--- config.mk ---
export PLATFORM = sky130hd
export DESIGN_NAME = life_scan_ctrl_flat
export DESIGN_NICKNAME = d
export VERILOG_FILES = /design/src/rtl/life_scan_ctrl_if.sv /design/src/rtl/life_scan_ctrl.sv /design/src/flat_wrapper.sv
export SDC_FILE = /design/constraint.sdc
export NUM_CORES = 1
export LEC_CHECK = 0
export CAP_MARGIN = 20
export CORE_MARGIN = 8
export CORE_UTILIZATION = 46
export CTS_CLUSTER_DIAMETER = 120
export CTS_CLUSTER_SIZE = 28
export DETAILED_ROUTE_END_ITERATION = 12
export GPL_TIMING_DRIVEN = 0
export PLACE_DENSITY_LB_ADDON = 0.08
export SLEW_MARGIN = 30
export SYNTH_ARGS = -nofsm -noshare
export SYNTH_HDL_FRONTEND = slang
export SYNTH_SLANG_ARGS = --single-unit
--- constraint.sdc ---
create_clock -name clk -period 2.8 [get_ports clk]
set_input_delay 0.56 -clock clk [delete_from_list [all_inputs] [get_ports clk]]
set_output_delay 0.56 -clock clk [all_outputs]
set_load 0.01 [all_outputs]
--- src/rtl/life_scan_ctrl_if.sv ---
// Scan-port bundle between the Life scan controller and the cell array.
// The controller drives the chain shift/write and the step pulse, and the array returns the head cell.
interface life_scan_ctrl_if;
    logic scan;
    logic scan_write_val;
    logic scan_write_enb;
    logic scan_read_val;
    logic run;

    modport master (
        output scan,
        output scan_write_val,
        output scan_write_enb,
        output run,
        input  scan_read_val
    );

    modport slave (
        input  scan,
        input  scan_write_val,
        input  scan_write_enb,
        input  run,
        output scan_read_val
    );
endinterface

--- src/rtl/life_scan_ctrl.sv ---
// Life array scan-chain master: per frame, reads (recirculating) or loads every cell,
// publishes a whole-array alive snapshot, then optionally issues one generation step.
module life_scan_ctrl #(
    parameter int CELLS = 16
) (
    input  logic                 clk,
    input  logic                 reset,
    input  logic                 frame,
    input  logic                 step_enb,
    input  logic                 load_req,
    input  logic [CELLS-1:0]     load_pattern,
    output logic                 load_ack,
    life_scan_ctrl_if.master     arr,
    output logic [CELLS-1:0]     alive,
    output logic                 alive_valid,
    output logic                 busy,
    output logic                 overrun
);

    localparam int CW = $clog2(CELLS);
    localparam logic [CW-1:0] LAST = CW'(CELLS - 1);

    typedef enum logic [1:0] {IDLE, SCAN, STEP} state_t;

    state_t            state;
    state_t            state_next;
    logic [CW-1:0]     count;
    logic              mode;
    logic [CELLS-1:0]  pat;
    logic [CELLS-2:0]  shadow;
    logic              new_bit;
    logic              last;
    logic              scan_on;
    logic              run_reg;

    always_comb begin
        state_next = state;
        scan_on    = 1'b0;
        last       = (count == LAST);
        new_bit    = mode ? pat[count] : arr.scan_read_val;
        case (state)
            IDLE: if (frame) state_next = SCAN;
            SCAN: begin
                scan_on = 1'b1;
                if (last) state_next = (!mode && step_enb) ? STEP : IDLE;
            end
            STEP: state_next = IDLE;
            default: state_next = IDLE;
        endcase
    end

    assign arr.scan           = scan_on;
    assign arr.scan_write_enb = scan_on;
    assign arr.scan_write_val = new_bit;
    assign arr.run            = run_reg;
    assign busy               = (state != IDLE);

    // The final cell goes straight into alive alongside the shadow, so alive only ever
    // changes as a complete snapshot.
    always_ff @(posedge clk) begin
        if (reset) begin
            state       <= IDLE;
            count       <= '0;
            mode        <= 1'b0;
            pat         <= '0;
            shadow      <= '0;
            alive       <= '0;
            alive_valid <= 1'b0;
            load_ack    <= 1'b0;
            run_reg     <= 1'b0;
            overrun     <= 1'b0;
        end else begin
            state       <= state_next;
            alive_valid <= 1'b0;
            load_ack    <= 1'b0;
            run_reg     <= 1'b0;
            if (frame && state != IDLE) overrun <= 1'b1;
            case (state)
                IDLE: begin
                    if (frame) begin
                        count <= '0;
                        mode  <= load_req;
                        pat   <= load_pattern;
                    end
                end
                SCAN: begin
                    count <= count + 1'b1;
                    if (!last) begin
                        shadow[count] <= new_bit;
                    end else begin
                        alive       <= {new_bit, shadow};
                        alive_valid <= 1'b1;
                        load_ack    <= mode;
                        run_reg     <= !mode && step_enb;
                    end
                end
                default: ;
            endcase
        end
    end

endmodule
--- src/flat_wrapper.sv ---
// flat-port wrapper written by rule: the top's interface ports become plain ports
module life_scan_ctrl_flat 
#(
    parameter int CELLS = 16
)
  (clk, reset, frame, step_enb, load_req, load_pattern, load_ack, alive, alive_valid, busy, overrun, arr_scan, arr_scan_write_val, arr_scan_write_enb, arr_run, arr_scan_read_val);
  life_scan_ctrl_if arr_i ();
  input  logic clk;
  input  logic reset;
  input  logic frame;
  input  logic step_enb;
  input  logic load_req;
  input  logic [CELLS-1:0] load_pattern;
  output logic load_ack;
  output logic [CELLS-1:0] alive;
  output logic alive_valid;
  output logic busy;
  output logic overrun;
  output wire logic [$bits(arr_i.scan)-1:0] arr_scan;
  output wire logic [$bits(arr_i.scan_write_val)-1:0] arr_scan_write_val;
  output wire logic [$bits(arr_i.scan_write_enb)-1:0] arr_scan_write_enb;
  output wire logic [$bits(arr_i.run)-1:0] arr_run;
  input wire logic [$bits(arr_i.scan_read_val)-1:0] arr_scan_read_val;
  assign arr_scan = arr_i.scan;
  assign arr_scan_write_val = arr_i.scan_write_val;
  assign arr_scan_write_enb = arr_i.scan_write_enb;
  assign arr_run = arr_i.run;
  assign arr_i.scan_read_val = arr_scan_read_val;
  life_scan_ctrl #(.CELLS(CELLS)) u_core (.clk(clk), .reset(reset), .frame(frame), .step_enb(step_enb), .load_req(load_req), .load_pattern(load_pattern), .load_ack(load_ack), .arr(arr_i), .alive(alive), .alive_valid(alive_valid), .busy(busy), .overrun(overrun));
endmodule
# Yosys cells after proc, flatten, opt, wreduce, memory -nomap -nowiden
# Cells that the tools add are included.
op_classes:
  add_sub_neg: 1
  magnitude_cmp: 2
  n_eq_ne: 4
  muxes: 14
  bitwise: 2
  reduce_logical: 14
op_table:
  columns: ["cell", "count"]
  rows:
  - ["bitwise mux 15 bit", 1]
  - ["AND reduction 2 bit", 5]
  - ["one-hot mux 4 bit (2 select lines)", 1]
  - ["2-to-1 mux 2 bit", 3]
  - ["< comparator 4 x 5 -> 1 bit (second input constant)", 1]
  - ["2-to-1 mux 1 bit", 5]
  - ["adder 4 x 1 -> 4 bit (second input constant)", 1]
  - ["binary-select mux 1 bit (select 4 bit)", 1]
  - ["demux 1 bit (select 4 bit)", 1]
  - ["equality test 4 bit (second input constant)", 1]
  - ["greater-or-equal comparator 4 x 1 -> 1 bit (second input constant)", 1]
  - ["2-to-1 mux 4 bit", 1]
  - ["one-hot mux 2 bit (2 select lines)", 1]
  - ["nonzero test 2 bit", 2]
  - ["logical AND 1 bit", 3]
  - ["OR reduction 3 bit", 1]
  - ["equality test 2 x 1 -> 1 bit (second input constant)", 1]
  - ["zero test 2 bit", 1]
  - ["!= test 2 x 1 -> 1 bit (second input constant)", 1]
  - ["!= test 2 bit (second input constant)", 1]
  - ["inverter 1 bit", 2]
  - ["OR reduction 2 bit", 1]
  - ["zero test 1 bit", 1]
word_totals:
  reg_bits: 58
  inputBits: 22
  output_inout_bits: 24
  elab_cells: 47

# Logic depth before layout (Yosys ltp)
# Gate-level depths: netlist of run 1.
logic_depth:
  ltp_word: 5
  depth_mapped: 8
  depth_no_buf: 5

# Least setup slack after synthesis of run 1
# OpenSTA, ideal clock, no wires.
synth_path:
  kind: "register to output"
  startpoint: "reg u_core.count[0]"
  endpoint: "out arr_scan_write_val"
  arrival_ns: 1.607
  required_time_ns: 2.240
  path_slack_ns: 0.633
  path_stages_with_launch: 6
  n_path_buf: 1
  path_cell_list: "dfxtp_1 > buf_6 > mux4_2 > mux2_4 > a211oi_2 > nor2_1"
synth_via:
  elab_chain_cells: 3
synth_rtl:
  columns: ["element", "line_no", "rtl"]
  rows:
  - ["from (decl)", "life_scan_ctrl.sv:27", "logic [CW-1:0] count;"]
  - ["from (signal assigned)", "life_scan_ctrl.sv:87", "count <= count + 1'b1;"]
  - ["binary-select mux 1 bit (select 4 bit)", "life_scan_ctrl.sv:40", "new_bit = mode ? pat[count] : arr.scan_read_val;"]
  - ["2-to-1 mux 1 bit (implied by the code)", "life_scan_ctrl.sv:40", null]
  - ["2-to-1 mux 1 bit", "life_scan_ctrl.sv:40", null]
  - ["to (decl)", "flat_wrapper.sv:20", "output wire logic [$bits(arr_i.scan_write_val)-1:0] arr_scan_write_val;"]
# No other way between the ends. The select of a mux whose other input is x is not followed.

# Final worst setup path of run 1
layout_path:
  startpoint: "reg u_core.state[1]"
  endpoint: "out arr_scan_write_enb"
layout_via:
  elab_chain_cells: 2
layout_rtl:
  columns: ["element", "line_no", "rtl"]
  rows:
  - ["from (decl)", "life_scan_ctrl.sv:25", "state_t state;"]
  - ["from (signal assigned)", "life_scan_ctrl.sv:73", "state <= state_next;"]
  - ["equality test 2 x 1 -> 1 bit", "life_scan_ctrl.sv:41", "case (state)"]
  - ["2-to-1 mux 1 bit", "life_scan_ctrl.sv:41", null]
  - ["to (decl)", "flat_wrapper.sv:21", "output wire logic [$bits(arr_i.scan_write_enb)-1:0] arr_scan_write_enb;"]
# No other way between the ends.

==> flow_summary.toml, run 1 <==
[run_status]
status = "completed"

[route]
dr.pass1.iters = 4
vias = 2207
dr.first_iter.drc_count = 93
drt-total-wl_um = 5920
antenna_left = 0
vias_per_cell = 5.18
routedWlPerCell_um = 13.9
drc_errors = 0

[timing]
slew_viol_final = 0
fmax_mhz = 378
fin_worst_skew_ps = 4.31
slew_headroom_pct = 66.3
timing.final.crit_period_ps = 2650
setup_viol = 0
setup_tns_ps = 0
rsz0062_at_grt = "false"
min_period_over_period_pct = 94.6
hold_viol_final = 0
worst_pin_slew_ps = 501

[final_layout]
drive_gt1_share_pct = 11.6
num_antenna_cells = 0
syn_to_final_growth_pct = 32.5
design_area_um2 = 3300
fin_util_pct = 61.5
fin_nets = 375
largestRegisters = "u_core.alive x16, u_core.pat x16, u_core.shadow x15"

[worst_setup_path]
cp_data_required_time_ps = 2240
cp-start-kind = "register"
crit_fanout = 9
crit_chain = "nand2b_1 > clkinv_1 > buf_4 > clkdlybuf4s50_1"
cp-end-kind = "output port"
path_class = "reg2out"
slowest_delay_ps = 470
cp.arrival_ps = 2090
cp_slowest_cell = "clkdlybuf4s50_1"

[synth]
syn_nets = 316
synth.distinct_cells = 44
ys_warn_count = 0
synth_area_leaders = "dfxtp_1, nand2_1, a21oi_1"
syn_avg_cell_area_um2 = 8.60
ys_async_sr_fraction_pct = 0
synth_cells = 290
ys.flop_type = "dfxtp_1"
ys_ff_latch = 58
synth_area_um2 = 2490
synth_area_leader_cell = "dfxtp_1"
synth_top_area_share_pct = 46.6
synth_edf_count = 0
seq_area_frac_synth_pct = 46.6

[pwr]
ir_drop_mv = 0.442
power_leakage_nw = 1.13
power.density_nw_per_um2 = 601

[clock_tree]
clk-insertion-delay-late_ps = 330
cts_sinks = 58
hold_buffers = 0
htreeDepth = 3
cts_made_buffers = 9
cts_tree = "built"
cts_root_buf = "clkbuf_8"
clockBufferDepth = 2
clkTransAtPathRegs_ps = 60

[floorplan]
core_um2 = 5370
initial_core_util_pct = 46.4
ios = 46
die_h_um = 89.6
fp-row-count = 27
die-area_um2 = 8030
die_w_um = 89.6

[placed_design]
dp_hpwl_um = 4300
dpl-instance-area_um2 = 3030
port-buffer-count = 45
gp_congestion = 0.870

[global_route]
grt_pass1_vias = 2100
globalRouteTotalUtil_pct = 15.9
grt_max_degree = 11
overflow = 0
antenna_found_initial = 0
grt_pass1_wl_um = 9750

[run]
cap_viol_max_count = 0

[min_path]
hold_path.class = "reg2reg"
-- power breakdown --
| part | leakage (nW) | total (mW) | switching (mW) | internal [mW] |
|---|---|---|---|---|
| Sequential | 0.471 | 0.859 | 0.0137 | 0.845 |
| Clock | 0.129 | 0.956 | 0.320 | 0.636 |
| Combinational | 0.529 | 0.172 | 0.0908 | 0.0810 |
| Total | 1.13 | 1.99 | 0.424 | 1.56 |
-- worst paths after layout --
path / start / endpoint / slack, ps / cells past startpoint
setup / recovery: u_core.state[1] / arr_scan_write_enb / 150 / 4
hold / removal: u_core.shadow[11] / u_core.alive[11] / 450 / 2
setup reg to reg: u_core.count[1] / u_core.alive[13] / 790 / 8
hold reg to reg: u_core.shadow[11] / u_core.alive[11] / 450 / 2
-- through the flow --
step	hold WS, ps	power [mW]	std cells	setup slack (ps)
after floorplan	431	0.971	290	633
after global placement	441	1.04	407	38.6
after detailed placement	446	1.04	407	39.0
after CTS	454	2.00	426	43.3
after global routing	469	2.06	426	49.6
final	451	1.99	426	152
-- logic make-up (layout without fill, tap and decap cells) --
group | after synthesis | after routing | share of synthesized area (%)
flops | 58 | 58 | 46.6
simple gates | 125 | 125 | 24.0
buf+inv | 29 | 93 | 5.07
compound gates | 63 | 63 | 16.1
fa+ha+maj | 4 | 4 | 2.01
mux | 11 | 11 | 6.22
-- Yosys cell counts (3+ instances only) --
| library cell | n |
|---|---|
| nor2_1 | 15 |
| nand2b_1 | 3 |
| nor4b_1 | 5 |
| buf_1 | 3 |
| dfxtp_1 | 58 |
| ha_1 | 4 |
| a31oi_1 | 4 |
| mux4_2 | 3 |
| nand2_1 | 72 |
| buf_2 | 5 |
| inv_1 | 8 |
| nand4_1 | 4 |
| o31ai_1 | 5 |
| a22oi_1 | 3 |
| a21oi_1 | 37 |
| mux2i_1 | 5 |
| a311oi_1 | 3 |
| o32ai_1 | 3 |
| clkbuf_1 | 10 |
| nor3b_1 | 3 |
| nand3b_1 | 7 |
| nand3_1 | 3 |
| a311o_1 | 3 |
-- worst max-delay path, delay by kind of cell (launching register included) --
family                 cells  cell delay [ps]
flip-flops                 1              450
AND/OR/NAND/NOR            1              280
buffers and inverters      3             1030
-- area by class of cell --
type,instances,area (µm²)
fillers,487,2070
multi-input cells,203,1210
flip-flops and latches,58,1160
repair buffers,48,468
clock buffers,11,151
clock inverters,5,100
plain buffers,20,92.6
well taps,72,90.1
inverters,9,33.8
-- what timing repair did --
item	in CTS	in global routing
resized for setup	3	1
endpoints found under the hold margin	0	0
pin swaps	1	0
gates cloned	0	0
setup endpoints to repair	1	1
setup buffers	3	0
-- cells in the final DEF, fill, tap and decap left out, types with 4 or more instances in the layout --
master           instances
nor4b_1                  5
mux2i_1                  5
buf_2                    5
inv_1                    8
a21oi_1                 37
o31ai_1                  5
a31oi_1                  4
nand3b_1                 7
nand4_1                  4
dfxtp_1                 57
ha_1                     4
nand2_1                 72
nor2_1                  15
buf_4                    4
clkbuf_1                10
clkbuf_8                11
clkdlybuf4s50_1         44
-- metal layers --
layer	share of wire, %	routed length (µm)	track usage, %	vias to the layer above
met5	0	0	0	-
met4	2.2	128	9.52	0
met3	5.6	334	3.18	12
met2	49	2880	25.7	70
met1	44	2580	19.1	995
li1	-	-	-	1130
Power figures use the tool's default switching activity.
==> run 2, diff against run 1 <==
Settings changed: CORE_UTILIZATION 46 to 51.
==> flow_summary.toml, run 2 (same netlist as run 1, synthesis figures left out) <==
[global_route]
grt_max_degree = 11
overflow = 0
grt_pass1_vias = 2227
grt_pass1_wl_um = 10200
globalRouteTotalUtil_pct = 17.3
antenna_found_initial = 0

[final_layout]
fin_nets = 375
num_antenna_cells = 0
stdcell_count = 420
final_cell_mix = "nand2_1, dfxtp_1, clkdlybuf4s50_1"
largestRegisters = "u_core.alive x16, u_core.pat x16, u_core.shadow x15"
final_common_cell = "nand2_1"
num-fill-cells = 431
syn_to_final_growth_pct = 29.9
design_area_um2 = 3240
drive_gt1_share_pct = 11.3

[route]
vias = 2231
drc_errors = 0
dr.first_iter.drc_count = 121
routedWlPerCell_um = 14.4
dr.pass1.iters = 4
drt-total-wl_um = 6040
vias_per_cell = 5.31
antenna_left = 0

[timing]
fmax_mhz = 380
worst_pin_slew_ps = 495
min_period_over_period_pct = 94.0
slew_headroom_pct = 67.0
slew_viol_final = 0
setup_tns_ps = 0
rsz0062_at_grt = "false"
setup_viol = 0
timing.final.crit_period_ps = 2630
hold_viol_final = 0
fin_worst_skew_ps = 7.43

[pwr]
power_leakage_nw = 1.10
ir_drop_mv = 0.425
power.density_nw_per_um2 = 543

[worst_setup_path]
cp_slowest_cell = "clkdlybuf4s50_1"
crit_chain = "nand2b_1 > clkinv_1 > buf_4 > clkdlybuf4s50_1"
cp_data_required_time_ps = 2240
slowest_delay_ps = 470
cp.arrival_ps = 2070
cp-start-kind = "register"
crit_fanout = 9
cp-end-kind = "output port"
startpoint = "u_core.state[1]"
r2r-start = "u_core.count[1]"
path_class = "reg2out"

[floorplan]
die_w_um = 85.9
fp-row-count = 25
ios = 46
initial_core_util_pct = 52.8
core_um2 = 4720
die-area_um2 = 7380
die_h_um = 85.9

[clock_tree]
htreeDepth = 3
cts_tree = "built"
cts_made_buffers = 9
clockBufferDepth = 2
cts_sinks = 58
clk-insertion-delay-late_ps = 330
clkTransAtPathRegs_ps = 60
cts_root_buf = "clkbuf_8"

[min_path]
hp-start = "u_core.alive[10]"
hold_path.class = "reg2reg"

[placed_design]
dpl-instance-area_um2 = 3030
port-buffer-count = 45
place_inst = 402
gp_congestion = 0.894
dp_hpwl_um = 4410

[run]
cap_viol_max_count = 0

[run_status]
status = "completed"
## run 2: area by class of cell
| cell class | instances | area (µm²) | area share (%) |
|---|---|---|---|
| Inverter | 9 | 33.8 | 1.04 |
| Tap cell | 67 | 83.8 | 2.59 |
| Clock inverter | 2 | 10.0 | 0.309 |
| Sequential cell | 58 | 1160 | 35.9 |
| Timing Repair Buffer | 48 | 468 | 14.4 |
| Multi-Input combinational cell | 203 | 1210 | 37.2 |
| Clock buffer | 13 | 179 | 5.52 |
| Buffer | 20 | 96.3 | 2.97 |
## run 2: metrics by stage
| stage | power (mW) | hold WS, ps | worst slack (ps) | utilization, % |
|---|---|---|---|---|
| 2_1_floorplan | 0.971 | 431 | 633 | - |
| 3_3_place_gp | 1.04 | 441 | 55.6 | 64.1 |
| 3_5_place_dp | 1.05 | 446 | 29.2 | 64.1 |
| 4_1_cts | 1.77 | 454 | 39.6 | 68.7 |
| 5_1_grt | 1.82 | 465 | 70.5 | 68.6 |
| 6_report | 1.76 | 451 | 169 | 68.6 |
## run 2: power by group
part	switching [mW]	leakage [nW]	internal, mW	total [mW]
sequential	0.0136	0.471	0.846	0.859
combinational	0.0919	0.531	0.0820	0.174
clock	0.316	0.101	0.410	0.726
## run 2: final timing paths
check | end | slack (ps) | cells past startpoint
setup / recovery | arr_scan_write_enb | 170 | 4
hold / removal | u_core.alive[10] | 450 | 2
setup reg to reg | u_core.alive[6] | 800 | 8
hold reg to reg | u_core.alive[10] | 450 | 2
## run 2: metal layers
| metal | vias to the layer above | track usage [%] | wire length [µm] |
|---|---|---|---|
| li1 | 1134 | - | - |
| met2 | 58 | 28.5 | 2920 |
| met3 | 12 | 3.82 | 295 |
| met4 | 0 | 10.2 | 138 |
| met5 | - | 0 | 0 |
| met1 | 1027 | 20.0 | 2690 |
## run 2: worst max-delay path, delay by kind of cell, from the launching register on
kind	cells	cell delay, ps
buffers and inverters	3	1010
DFF	1	440
and+or+nand+nor	1	280
## run 2: repair_timing
action                                  in CTS  in global routing
pin swaps                                    1                  0
gates resized for setup                      4                  1
buffers inserted                             3                  0
hold buffers                                 0                  0
endpoints found under the setup margin       1                  1
==> run 3, diff against run 2 <==
Settings changed: CORE_UTILIZATION 51 to 50, SKIP_CTS_REPAIR_TIMING set to 1.
Clock period 2.8 ns to 3.19 ns, I/O delays scaled along.
==> flow_summary.toml, run 3 (same netlist as run 1, synthesis figures left out) <==
[run_status]
status = "completed"

[worst_setup_path]
path_class = "reg2out"
slowest_delay_ps = 510
cp_data_required_time_ps = 2550
cp-start-kind = "register"
cp_slowest_cell = "mux4_2"
cp-end-kind = "output port"
crit_fanout = 8
cp.arrival_ps = 2220
crit_chain = "buf_6 > mux4_2 > mux2_4 > a211oi_2 > nor2_1 > dlymetal6s2s_1"

[clock_tree]
clk-insertion-delay-late_ps = 330
clockBufferDepth = 2
cts_root_buf = "clkbuf_8"
cts_made_buffers = 9
clkTransAtPathRegs_ps = 60
htreeDepth = 3
cts_tree = "built"
cts_sinks = 58

[floorplan]
die_h_um = 86.6
ios = 46
die_w_um = 86.6
fp-row-count = 25
core_um2 = 4750
initial_core_util_pct = 52.4
die-area_um2 = 7500

[timing]
timing.final.crit_period_ps = 2860
fmax_mhz = 350
layout_setup_ws_ps = 329
fin_worst_skew_ps = 5.28
rsz0062_at_grt = "false"
slew_viol_final = 0
slew_headroom_pct = 63.5
min_period_over_period_pct = 89.7
setup_viol = 0
setup_tns_ps = 0
worst_pin_slew_ps = 539
hold_viol_final = 0

[final_layout]
design_area_um2 = 3230
num_antenna_cells = 0
syn_to_final_growth_pct = 29.7
drive_gt1_share_pct = 9.71
final_common_cell = "nand2_1"
largestRegisters = "u_core.alive x16, u_core.pat x16, u_core.shadow x15"
final_cell_mix = "nand2_1, dfxtp_1, clkdlybuf4s50_1"
fin_nets = 372

[placed_design]
dp_hpwl_um = 4360
port-buffer-count = 45
dpl-instance-area_um2 = 3030
gp_congestion = 0.874
dp_slack_ps = 372

[run]
cap_viol_max_count = 0

[route]
dr.pass1.iters = 4
drt-total-wl_um = 5890
routedWlPerCell_um = 14.1
drc_errors = 0
vias_per_cell = 5.35
vias = 2229
dr.first_iter.drc_count = 129
antenna_left = 0

[pwr]
power.density_nw_per_um2 = 494
finalPower_mw = 1.60
power_leakage_nw = 1.10
ir_drop_mv = 0.298

[min_path]
hold_path.class = "reg2reg"

[global_route]
grt_max_degree = 11
antenna_found_initial = 0
grt_pass1_wl_um = 10100
overflow = 0
globalRouteTotalUtil_pct = 17.0
grt_pass1_vias = 2192
[run 3: where the power goes]
part,internal (mW),switching [mW],leakage [nW]
logic,0.0689,0.0784,0.522
registers,0.742,0.0119,0.470
clock network,0.419,0.276,0.106
[run 3: cell type report]
type                       instances  area, µm²
buffer                            20       92.6
clock buffer                      13        169
clock inverter                     2       35.0
fill                             433       1520
inverter                           9       33.8
multi-input combinational        203       1210
sequential                        58       1160
tap                               67       83.8
timing repair buffer              45        453
[run 3: final timing paths]
path	startpoint	end	slack [ps]	cells past startpoint
setup / recovery	u_core.count[0]	arr_scan_write_val	330	6
hold / removal	u_core.alive[11]	u_core.alive[11]	450	2
setup reg to reg	u_core.count[0]	u_core.alive[13]	1150	8
hold reg to reg	u_core.alive[11]	u_core.alive[11]	450	2
[run 3: routing by layer]
metal | global-route usage, % | wire length, µm | vias to the layer above | part of all wire, %
met2 | 27.8 | 2780 | 47 | 47
met5 | 0 | 0 | - | 0
met3 | 3.59 | 264 | 13 | 4.5
li1 | - | - | 1127 | -
met1 | 19.9 | 2720 | 1042 | 46
met4 | 10.3 | 125 | 0 | 2.1
[run 3: critical path: cells and delay by family (launching register included)]
| kind | cells | cell delay [ps] |
|---|---|---|
| AOI/OAI and AO/OA | 1 | 250 |
| buffers and inverters | 2 | 360 |
| DFF | 1 | 380 |
| muxes | 2 | 820 |
| and+or+nand+nor | 1 | 70 |
[run 3: stage by stage]
step / cells / utilization, % / hold WS, ps
after global routing: 417 / 68.0 / 469
after detailed placement: 402 / 63.7 / 445
final: 417 / 68.0 / 452
after global placement: 402 / 63.7 / 441
after CTS: 417 / 68.0 / 454
after floorplan: 290 / - / 431
